[src/rtl/lsb_serial_comparator_pkg.sv]
// Shared definitions for the LSB-first serial magnitude comparator: FSM states,
// relation codes and the single-bit fold used by every comparator cell.
package lsb_serial_comparator_pkg;

    typedef enum logic [1:0] {
        ST_IDLE = 2'b00,
        ST_RUN  = 2'b01,
        ST_DONE = 2'b10
    } state_e;

    localparam logic [1:0] REL_EQ = 2'b00;
    localparam logic [1:0] REL_GT = 2'b10;
    localparam logic [1:0] REL_LT = 2'b01;

    // A differing bit at a higher position overrides whatever the lower bits decided.
    function automatic logic [1:0] fold_bit(input logic a, input logic b, input logic [1:0] c);
        logic [1:0] r;
        if (a != b) begin
            r = {a & ~b, ~a & b};
        end else begin
            r = c;
        end
        return r;
    endfunction

endpackage

[src/rtl/lsb_comp_cell.sv]
// One bit of the LSB-first compare chain: folds operand bits a/b into relation c.
module lsb_comp_cell
    import lsb_serial_comparator_pkg::*;
(
    input  logic       a,
    input  logic       b,
    input  logic [1:0] c,
    output logic [1:0] c_next
);

    // Pure combinational fold of one bit pair.
    always_comb begin
        c_next = fold_bit(a, b, c);
    end

endmodule

[src/rtl/lsb_serial_comparator.sv]
// Multi-cycle unsigned magnitude comparator scanning operands LSB-first,
// BITS_PER_CYCLE bits per clock, with valid/ready handshakes on both sides.
module lsb_serial_comparator
    import lsb_serial_comparator_pkg::*;
#(
    parameter int WIDTH          = 24,
    parameter int BITS_PER_CYCLE = 1
) (
    input  logic             CLK,
    input  logic             RST,
    input  logic             IN_VALID,
    output logic             IN_READY,
    input  logic [WIDTH-1:0] A,
    input  logic [WIDTH-1:0] B,
    output logic             OUT_VALID,
    input  logic             OUT_READY,
    output logic             GT,
    output logic             LT,
    output logic             EQ,
    output logic             BUSY
);

    localparam int NGROUPS = WIDTH / BITS_PER_CYCLE;
    localparam int CNT_W   = (NGROUPS > 1) ? $clog2(NGROUPS) : 1;
    localparam logic [CNT_W-1:0] CNT_LOAD = CNT_W'(NGROUPS - 1);

    generate
        if (WIDTH < 2 || BITS_PER_CYCLE < 1 || (WIDTH % BITS_PER_CYCLE) != 0) begin : g_bad_cfg
            $error("lsb_serial_comparator: BITS_PER_CYCLE must divide WIDTH and WIDTH must be >= 2");
        end
    endgenerate

    state_e             state_q, state_d;
    logic [WIDTH-1:0]   a_q, a_d;
    logic [WIDTH-1:0]   b_q, b_d;
    logic [1:0]         c_q, c_d;
    logic [CNT_W-1:0]   cnt_q, cnt_d;
    logic               gt_q, gt_d;
    logic               lt_q, lt_d;
    logic               eq_q, eq_d;
    logic               accept_s;
    logic [1:0]         fold_s [BITS_PER_CYCLE+1];

    assign fold_s[0] = c_q;

    // Cell chain over the current group, lowest bit first so higher bits win.
    generate
        for (genvar g = 0; g < BITS_PER_CYCLE; g++) begin : g_cell
            lsb_comp_cell u_cell (
                .a      (a_q[g]),
                .b      (b_q[g]),
                .c      (fold_s[g]),
                .c_next (fold_s[g+1])
            );
        end
    endgenerate

    assign accept_s = IN_VALID & IN_READY;

    // State register.
    always_ff @(posedge CLK) begin
        if (RST) begin
            state_q <= ST_IDLE;
        end else begin
            state_q <= state_d;
        end
    end

    // Next-state logic.
    always_comb begin
        state_d = state_q;
        case (state_q)
            ST_IDLE: begin
                if (accept_s) begin
                    state_d = ST_RUN;
                end else begin
                    state_d = ST_IDLE;
                end
            end
            ST_RUN: begin
                if (cnt_q == '0) begin
                    state_d = ST_DONE;
                end else begin
                    state_d = ST_RUN;
                end
            end
            ST_DONE: begin
                if (OUT_READY) begin
                    state_d = IN_VALID ? ST_RUN : ST_IDLE;
                end else begin
                    state_d = ST_DONE;
                end
            end
            default: state_d = ST_IDLE;
        endcase
    end

    // Output logic; IN_READY deliberately follows OUT_READY combinationally.
    always_comb begin
        IN_READY  = (state_q == ST_IDLE) | ((state_q == ST_DONE) & OUT_READY);
        OUT_VALID = (state_q == ST_DONE);
        BUSY      = (state_q == ST_RUN);
        GT        = gt_q;
        LT        = lt_q;
        EQ        = eq_q;
    end

    // Datapath next values: capture, shift-and-fold, and result latch on the last group.
    always_comb begin
        a_d   = a_q;
        b_d   = b_q;
        c_d   = c_q;
        cnt_d = cnt_q;
        gt_d  = gt_q;
        lt_d  = lt_q;
        eq_d  = eq_q;
        if (accept_s) begin
            a_d   = A;
            b_d   = B;
            c_d   = REL_EQ;
            cnt_d = CNT_LOAD;
        end else if (state_q == ST_RUN) begin
            a_d = a_q >> BITS_PER_CYCLE;
            b_d = b_q >> BITS_PER_CYCLE;
            c_d = fold_s[BITS_PER_CYCLE];
            if (cnt_q != '0) begin
                cnt_d = cnt_q - CNT_W'(1);
            end else begin
                gt_d = fold_s[BITS_PER_CYCLE][1];
                lt_d = fold_s[BITS_PER_CYCLE][0];
                eq_d = ~|fold_s[BITS_PER_CYCLE];
            end
        end else begin
            cnt_d = cnt_q;
        end
    end

    // Datapath registers.
    always_ff @(posedge CLK) begin
        if (RST) begin
            a_q   <= '0;
            b_q   <= '0;
            c_q   <= REL_EQ;
            cnt_q <= '0;
            gt_q  <= 1'b0;
            lt_q  <= 1'b0;
            eq_q  <= 1'b0;
        end else begin
            a_q   <= a_d;
            b_q   <= b_d;
            c_q   <= c_d;
            cnt_q <= cnt_d;
            gt_q  <= gt_d;
            lt_q  <= lt_d;
            eq_q  <= eq_d;
        end
    end

endmodule

[config.mk]
export PLATFORM = sky130hd
export DESIGN_NAME = lsb_serial_comparator
export DESIGN_NICKNAME = d
export VERILOG_FILES = /design/src/rtl/lsb_serial_comparator_pkg.sv /design/src/rtl/lsb_comp_cell.sv /design/src/rtl/lsb_serial_comparator.sv
export SDC_FILE = /design/constraint.sdc
export NUM_CORES = 1
export LEC_CHECK = 0
export CAP_MARGIN = 10
export CELL_PAD_IN_SITES_DETAIL_PLACEMENT = 0
export CELL_PAD_IN_SITES_GLOBAL_PLACEMENT = 1
export CORE_MARGIN = 3
export CORE_UTILIZATION = 38
export DETAILED_ROUTE_END_ITERATION = 16
export HOLD_SLACK_MARGIN = 0.02
export PLACE_DENSITY = 0.76
export SYNTH_ARGS = -nofsm -noshare
export SYNTH_HDL_FRONTEND = slang
export SYNTH_SLANG_ARGS = --single-unit
[constraint.sdc]
create_clock -name CLK -period 2.1 [get_ports CLK]
set_clock_uncertainty 0.05 [all_clocks]
set_input_delay 0.21 -clock CLK [delete_from_list [all_inputs] [get_ports CLK]]
set_output_delay 0.21 -clock CLK [all_outputs]
set_load 0.05 [all_outputs]
==> impl_metrics.ini, run 1 <==
[power_and_ir_drop]
clockPowerShare_pct = 37.3
switching_share_pct = 27.62
pwr-share-comb_pct = 20.5
power_w = 0.003077
power_leakage_nw = 1.228
ir_drop_mv = 0.4117
p_int_w = 0.002227
power.density_mw_per_mm2 = 829.5
p_seq_share_pct = 42.1
switchingPower_w = 0.0008501

[synthesis]
synth-seq-cells = 60
synth_largest_area_cell = dfxtp_1
yosys-top-cells-area = dfxtp_1 (43%), a32oi_1 (14%), o211ai_1 (12%)
synth_cell_types = 34
synthCells = 303
syn_avg_cell_area_um2 = 9.134
syn_area_mm2 = 0.002768
synth_nets = 358
yosys.area.top_type_share_pct = 43.40
yosysWarnings = 0
ys_seq_area_share_pct = 43.40

[worst_setup_path]
crit_fanout = 19
start_kind = flop
reg2reg_setup_slack_ns = 0.42
required_ns = 1.84
endpoint_kind = output port
criticalPathCategory = flop to output port
worstPathArrival_ns = 1.70

[sta]
worst_slew_pin_slew_ns = 0.6507
rsz0062_at_grt = no
hold_viol = 0
report.final.slew_viol_count = 0
layout_worst_path_cycle_share_pct = 93.52
slew_headroom_pct = 56.50
period_needed_ns = 1.964
fin_setup_tns_ns = 0
setup_viol = 0
fmax_ghz = 0.5092

[placed_design]
place_congestion = 0.7664
io_buffers = 57
hpwl_um = 4689
placed_cells = 431

[final_layout]
n_antenna_cell = 0
fin_cells = 447
mostFrequentLayoutCells = dfxtp_1 (60), clkdlybuf4s50_1 (53), a21oi_1 (51)
final_common_cell = dfxtp_1
finalNetCount = 401
multi_input_area_mm2 = 0.001394
fillers = 645
layout-area-overhead-vs-synth_pct = 34.04
seq_area_mm2 = 0.001201
layout-drive-gt1-share_pct = 11.97

[route]
routedWlPerCell_um = 16.79
vias = 2596
drcViolationCount = 0
dr.pass1.iters = 4
drt_wl_total_um = 7503
ant_nets = 0
via_per_inst = 5.808
drtIter0Drc = 229

[flow_run]
maxCapViolCount = 0

[floorplanning]
top_level_ports = 58
num_rows = 30
die_w_um = 91.34
die_area_mm2 = 0.008343
coreArea_mm2 = 0.006944
start_util_pct = 39.86
die_y_um = 91.34

[cts]
numCtsBuffers = 9
cts.sinks = 60
cts_root_buf = clkbuf_8
cts_buffer_depth = 2
cts_hold_buf = 0
tritoncts = built
clkTransAtPathRegs_ns = 0.06
cts.htree.levels = 3
clkLatencyLatePin_ns = 0.34
cts_setup_buffers = 0

[grt]
gr-usage-all-layers_pct = 18.76
grt_pass1_wl_um = 12740
overflow = 0
grt_start_max_net_pins = 50
antenna_found_initial = 0
grt_pass1_vias = 2610

[hold_path]
hp-class = input port to flop

[status]
status = finished clean
==> per-stage QoR <==
stage	util, %	cell area, µm²	worst slack (ns)	hold WS [ns]
after floorplan	-	2768	0.4684	0.3077
after global placement	50.27	3491	0.3293	0.4278
after detailed placement	50.27	3491	0.2981	0.4320
after CTS	53.39	3707	0.02877	0.2703
after global routing	53.42	3710	0.02869	0.3093
final	53.42	3710	0.1361	0.2818
==> repair_timing <==
item,CTS,global route
endpoints found under the hold margin,0,0
resized for setup,0,1
endpoints found under the setup margin,0,1
==> layout make-up <==
cell class | instances | share of cell area [%]
tap | 96 | 3.238
inverter | 6 | 0.6071
sequential | 60 | 32.38
clock buffer | 11 | 3.811
clock inverter | 5 | 2.024
timing repair buffer | 71 | 20.37
multi-input combinational | 198 | 37.57
==> kinds of logic after synthesis <==
family	after synthesis	synth area share [%]
fa+ha+maj	3	1.356
buf+inv	45	6.781
compound gates	153	39.24
mux	4	1.447
simple gates	38	7.776
flops	60	43.40
==> metal layers <==
metal | wire (µm) | global-route usage [%] | part of all wire (%) | vias to the layer above
met1 | 3480 | 24.05 | 46 | 1244
met5 | 0 | 0 | 0 | -
met4 | 57 | 5.653 | 0.76 | 0
met3 | 407 | 6.379 | 5.4 | 6
met2 | 3558 | 29.80 | 47 | 57
li1 | - | - | - | 1289
==> power by group through the flow <==
stage / clock network (W) / logic [W] / registers (W)
after floorplan: 0 / 0.000380 / 0.00132
after global placement: 0 / 0.000631 / 0.00132
after detailed placement: 0 / 0.000632 / 0.00132
after CTS: 0.00118 / 0.000634 / 0.00130
after global routing: 0.00123 / 0.000697 / 0.00131
final: 0.00115 / 0.000632 / 0.00130
==> critical path: stages (launching register included) <==
cell	delay, ns
dfxtp_1	0.50
nand2b_2	0.16
inv_2	0.34
buf_12	0.21
buf_12	0.14
==> cells in the mapped netlist, drive strengths merged <==
master	n
or4b	1
nor2b	1
nand3b	1
or4	1
dfxtp	60
and2b	2
a21oi	51
o211ai	45
mux2i	4
inv	6
a32oi	43
a311oi	4
buf	12
a22oi	1
nor3	6
nand2b	3
o31ai	2
or3	2
a211oi	4
nor4b	1
clkbuf	27
a31oi	2
o21ai	1
nor2	6
nand3	3
ha	3
nor3b	1
and3	1
nand2	9
==> worst paths after layout <==
kind,end,cells past startpoint,startpoint
max,BUSY,4,state_q[0]
min,state_q[1],2,RST
max reg2reg,b_q[7],5,state_q[0]
min reg2reg,a_q[0],2,a_q[1]
==> state kept, by name (all words and copies together) (netlist names) <==
register	flops
state_q	2
c_q	2
EQ	1
a_q	24
b_q	24
LT	1
GT	1
cnt_q	5
Power figures use the tool's default switching activity.
==> run 2, diff against run 1 <==
--- a/config.mk
+++ b/config.mk
@@ -6,13 +6,12 @@
 export NUM_CORES = 1
 export LEC_CHECK = 0
 export CAP_MARGIN = 10
-export CELL_PAD_IN_SITES_DETAIL_PLACEMENT = 0
-export CELL_PAD_IN_SITES_GLOBAL_PLACEMENT = 1
 export CORE_MARGIN = 3
-export CORE_UTILIZATION = 38
+export CORE_UTILIZATION = 51
 export DETAILED_ROUTE_END_ITERATION = 16
 export HOLD_SLACK_MARGIN = 0.02
-export PLACE_DENSITY = 0.76
+export PLACE_DENSITY = 0.77
+export SETUP_SLACK_MARGIN = 0.15
 export SYNTH_ARGS = -nofsm -noshare
 export SYNTH_HDL_FRONTEND = slang
 export SYNTH_SLANG_ARGS = --single-unit
==> impl_metrics.ini, run 2 (same netlist as run 1, synthesis figures left out) <==
[cts]
cts_setup_buffers = 0
tritoncts = built
numCtsBuffers = 9
cts.htree.levels = 3
cts.sinks = 60
clkTransAtPathRegs_ns = 0.06
cts_buffer_depth = 2
cts_hold_buf = 0
clkLatencyLatePin_ns = 0.34
cts_root_buf = clkbuf_8

[route]
drt_wl_total_um = 7105
ant_nets = 0
via_per_inst = 6.329
dr.pass1.iters = 4
vias = 2658
drtIter0Drc = 246
routedWlPerCell_um = 16.92
drcViolationCount = 0

[sta]
slew_headroom_pct = 53.43
hold_viol = 0
fin_setup_tns_ns = 0
period_needed_ns = 1.819
setup_viol = 0
rsz0062_at_grt = no
fmax_ghz = 0.5499
layout_worst_path_cycle_share_pct = 86.60
report.final.slew_viol_count = 0
worst_slew_pin_slew_ns = 0.6968

[worst_setup_path]
criticalPathCategory = flop to flop
worst-path-buf-inv = 1
cp_top_family = simple AND/OR/NAND/NOR gates
crit_chain = inv_1, ha_1, nor3b_1, mux2i_1, nor3_1
crit_fanout = 5
reg2reg_setup_slack_ns = 0.28
required_ns = 2.25
start_kind = flop
endpoint_kind = flop
cpPeakStageDelay_ns = 0.51
worstPathArrival_ns = 1.97
critPathSlowestCell = nor3b_1

[grt]
grt_pass1_wl_um = 11810
grt_pass1_vias = 2477
gr-usage-all-layers_pct = 23.50
grt_start_max_net_pins = 36
overflow = 0
antenna_found_initial = 0

[placed_design]
hpwl_um = 4480
place_congestion = 0.7613
io_buffers = 57
placed_cells = 405

[power_and_ir_drop]
ir_drop_mv = 0.4871
power_leakage_nw = 1.178
power.density_mw_per_mm2 = 806.1

[final_layout]
layout-drive-gt1-share_pct = 11.71
mostFrequentLayoutCells = dfxtp_1 (60), clkdlybuf4s50_1 (53), a21oi_1 (51)
largestRegisters = a_q (24), b_q (24), cnt_q (5)
post-route-util_pct = 69.30
layout-area-overhead-vs-synth_pct = 29.52
finalNetCount = 401
fillers = 422
n_antenna_cell = 0
final_common_cell = dfxtp_1
fin_cells = 420

[floorplanning]
die_y_um = 79.67
start_util_pct = 53.51
die_area_mm2 = 0.006347
num_rows = 26
coreArea_mm2 = 0.005172
top_level_ports = 58
die_w_um = 79.67

[status]
status = finished clean

[hold_path]
hp-class = input port to flop

[flow_run]
maxCapViolCount = 0
run 2: cell types whose count changed in the layout (fill, tap and decap cells not counted), moves of 2 or more:
cell       previous run  this run
buf_4                 9        14
clkbuf_8             10        13
buf_12                7         2
clkinv_2              3         1
bufinv_16             2         0
run 2: through the flow:
stage | total power (W) | cell area [µm²] | setup slack, ns | hold WS (ns)
after global placement | 0.001912 | 3396 | 0.3782 | 0.4228
after global routing | 0.003014 | 3585 | 0.1942 | 0.3368
final | 0.002889 | 3585 | 0.2815 | 0.3043
after CTS | 0.002894 | 3582 | 0.1809 | 0.2940
after detailed placement | 0.001924 | 3396 | 0.3613 | 0.4333
after floorplan | 0.001699 | 2768 | 0.4684 | 0.3077
run 2: worst paths after layout:
check	cells after the start	end	startpoint
worst min register to register	2	b_q[2]	b_q[2]
worst min-delay path	2	state_q[1]	RST
worst max-delay path	5	c_q[1]	b_q[0]
worst max register to register	5	c_q[1]	b_q[0]
run 2: area by class of cell:
cell class              instances  area [µm²]  share of cell area [%]
multi-input cells             198        1394                   38.88
flip-flops and latches         60        1201                   33.51
repair buffers                 71       689.4                   19.23
clock buffers                  14       182.7                   5.096
well taps                      70       87.58                   2.443
inverters                       6       25.02                  0.6981
clock inverters                 1       5.005                  0.1396
run 2: report_power, final:
part,total (W),leakage [nW],switching [W],internal (W)
clock network,0.000983,0.0986,0.000433,0.000549
logic,0.000611,0.586,0.000333,0.000279
registers,0.00130,0.493,0.0000596,0.00124
run 2: repair_timing:
action,in CTS,in global routing
setup endpoints to repair,1,1
endpoints found under the hold margin,0,0
resized for setup,1,2
run 2: worst reg2reg max path, cell delays in order (launching register included):
cell and delay [ns]:
dfxtp_1 0.36, inv_1 0.06, ha_1 0.39, nor3b_1 0.51, mux2i_1 0.25, nor3_1 0.06
run 2: metal layers:
layer | routed length, µm | up-vias | global-route usage [%]
met5 | 0 | - | 0
met1 | 3191 | 1265 | 31.90
li1 | - | 1301 | -
met2 | 3421 | 83 | 36.31
met3 | 391 | 9 | 5.079
met4 | 101 | 0 | 9.107
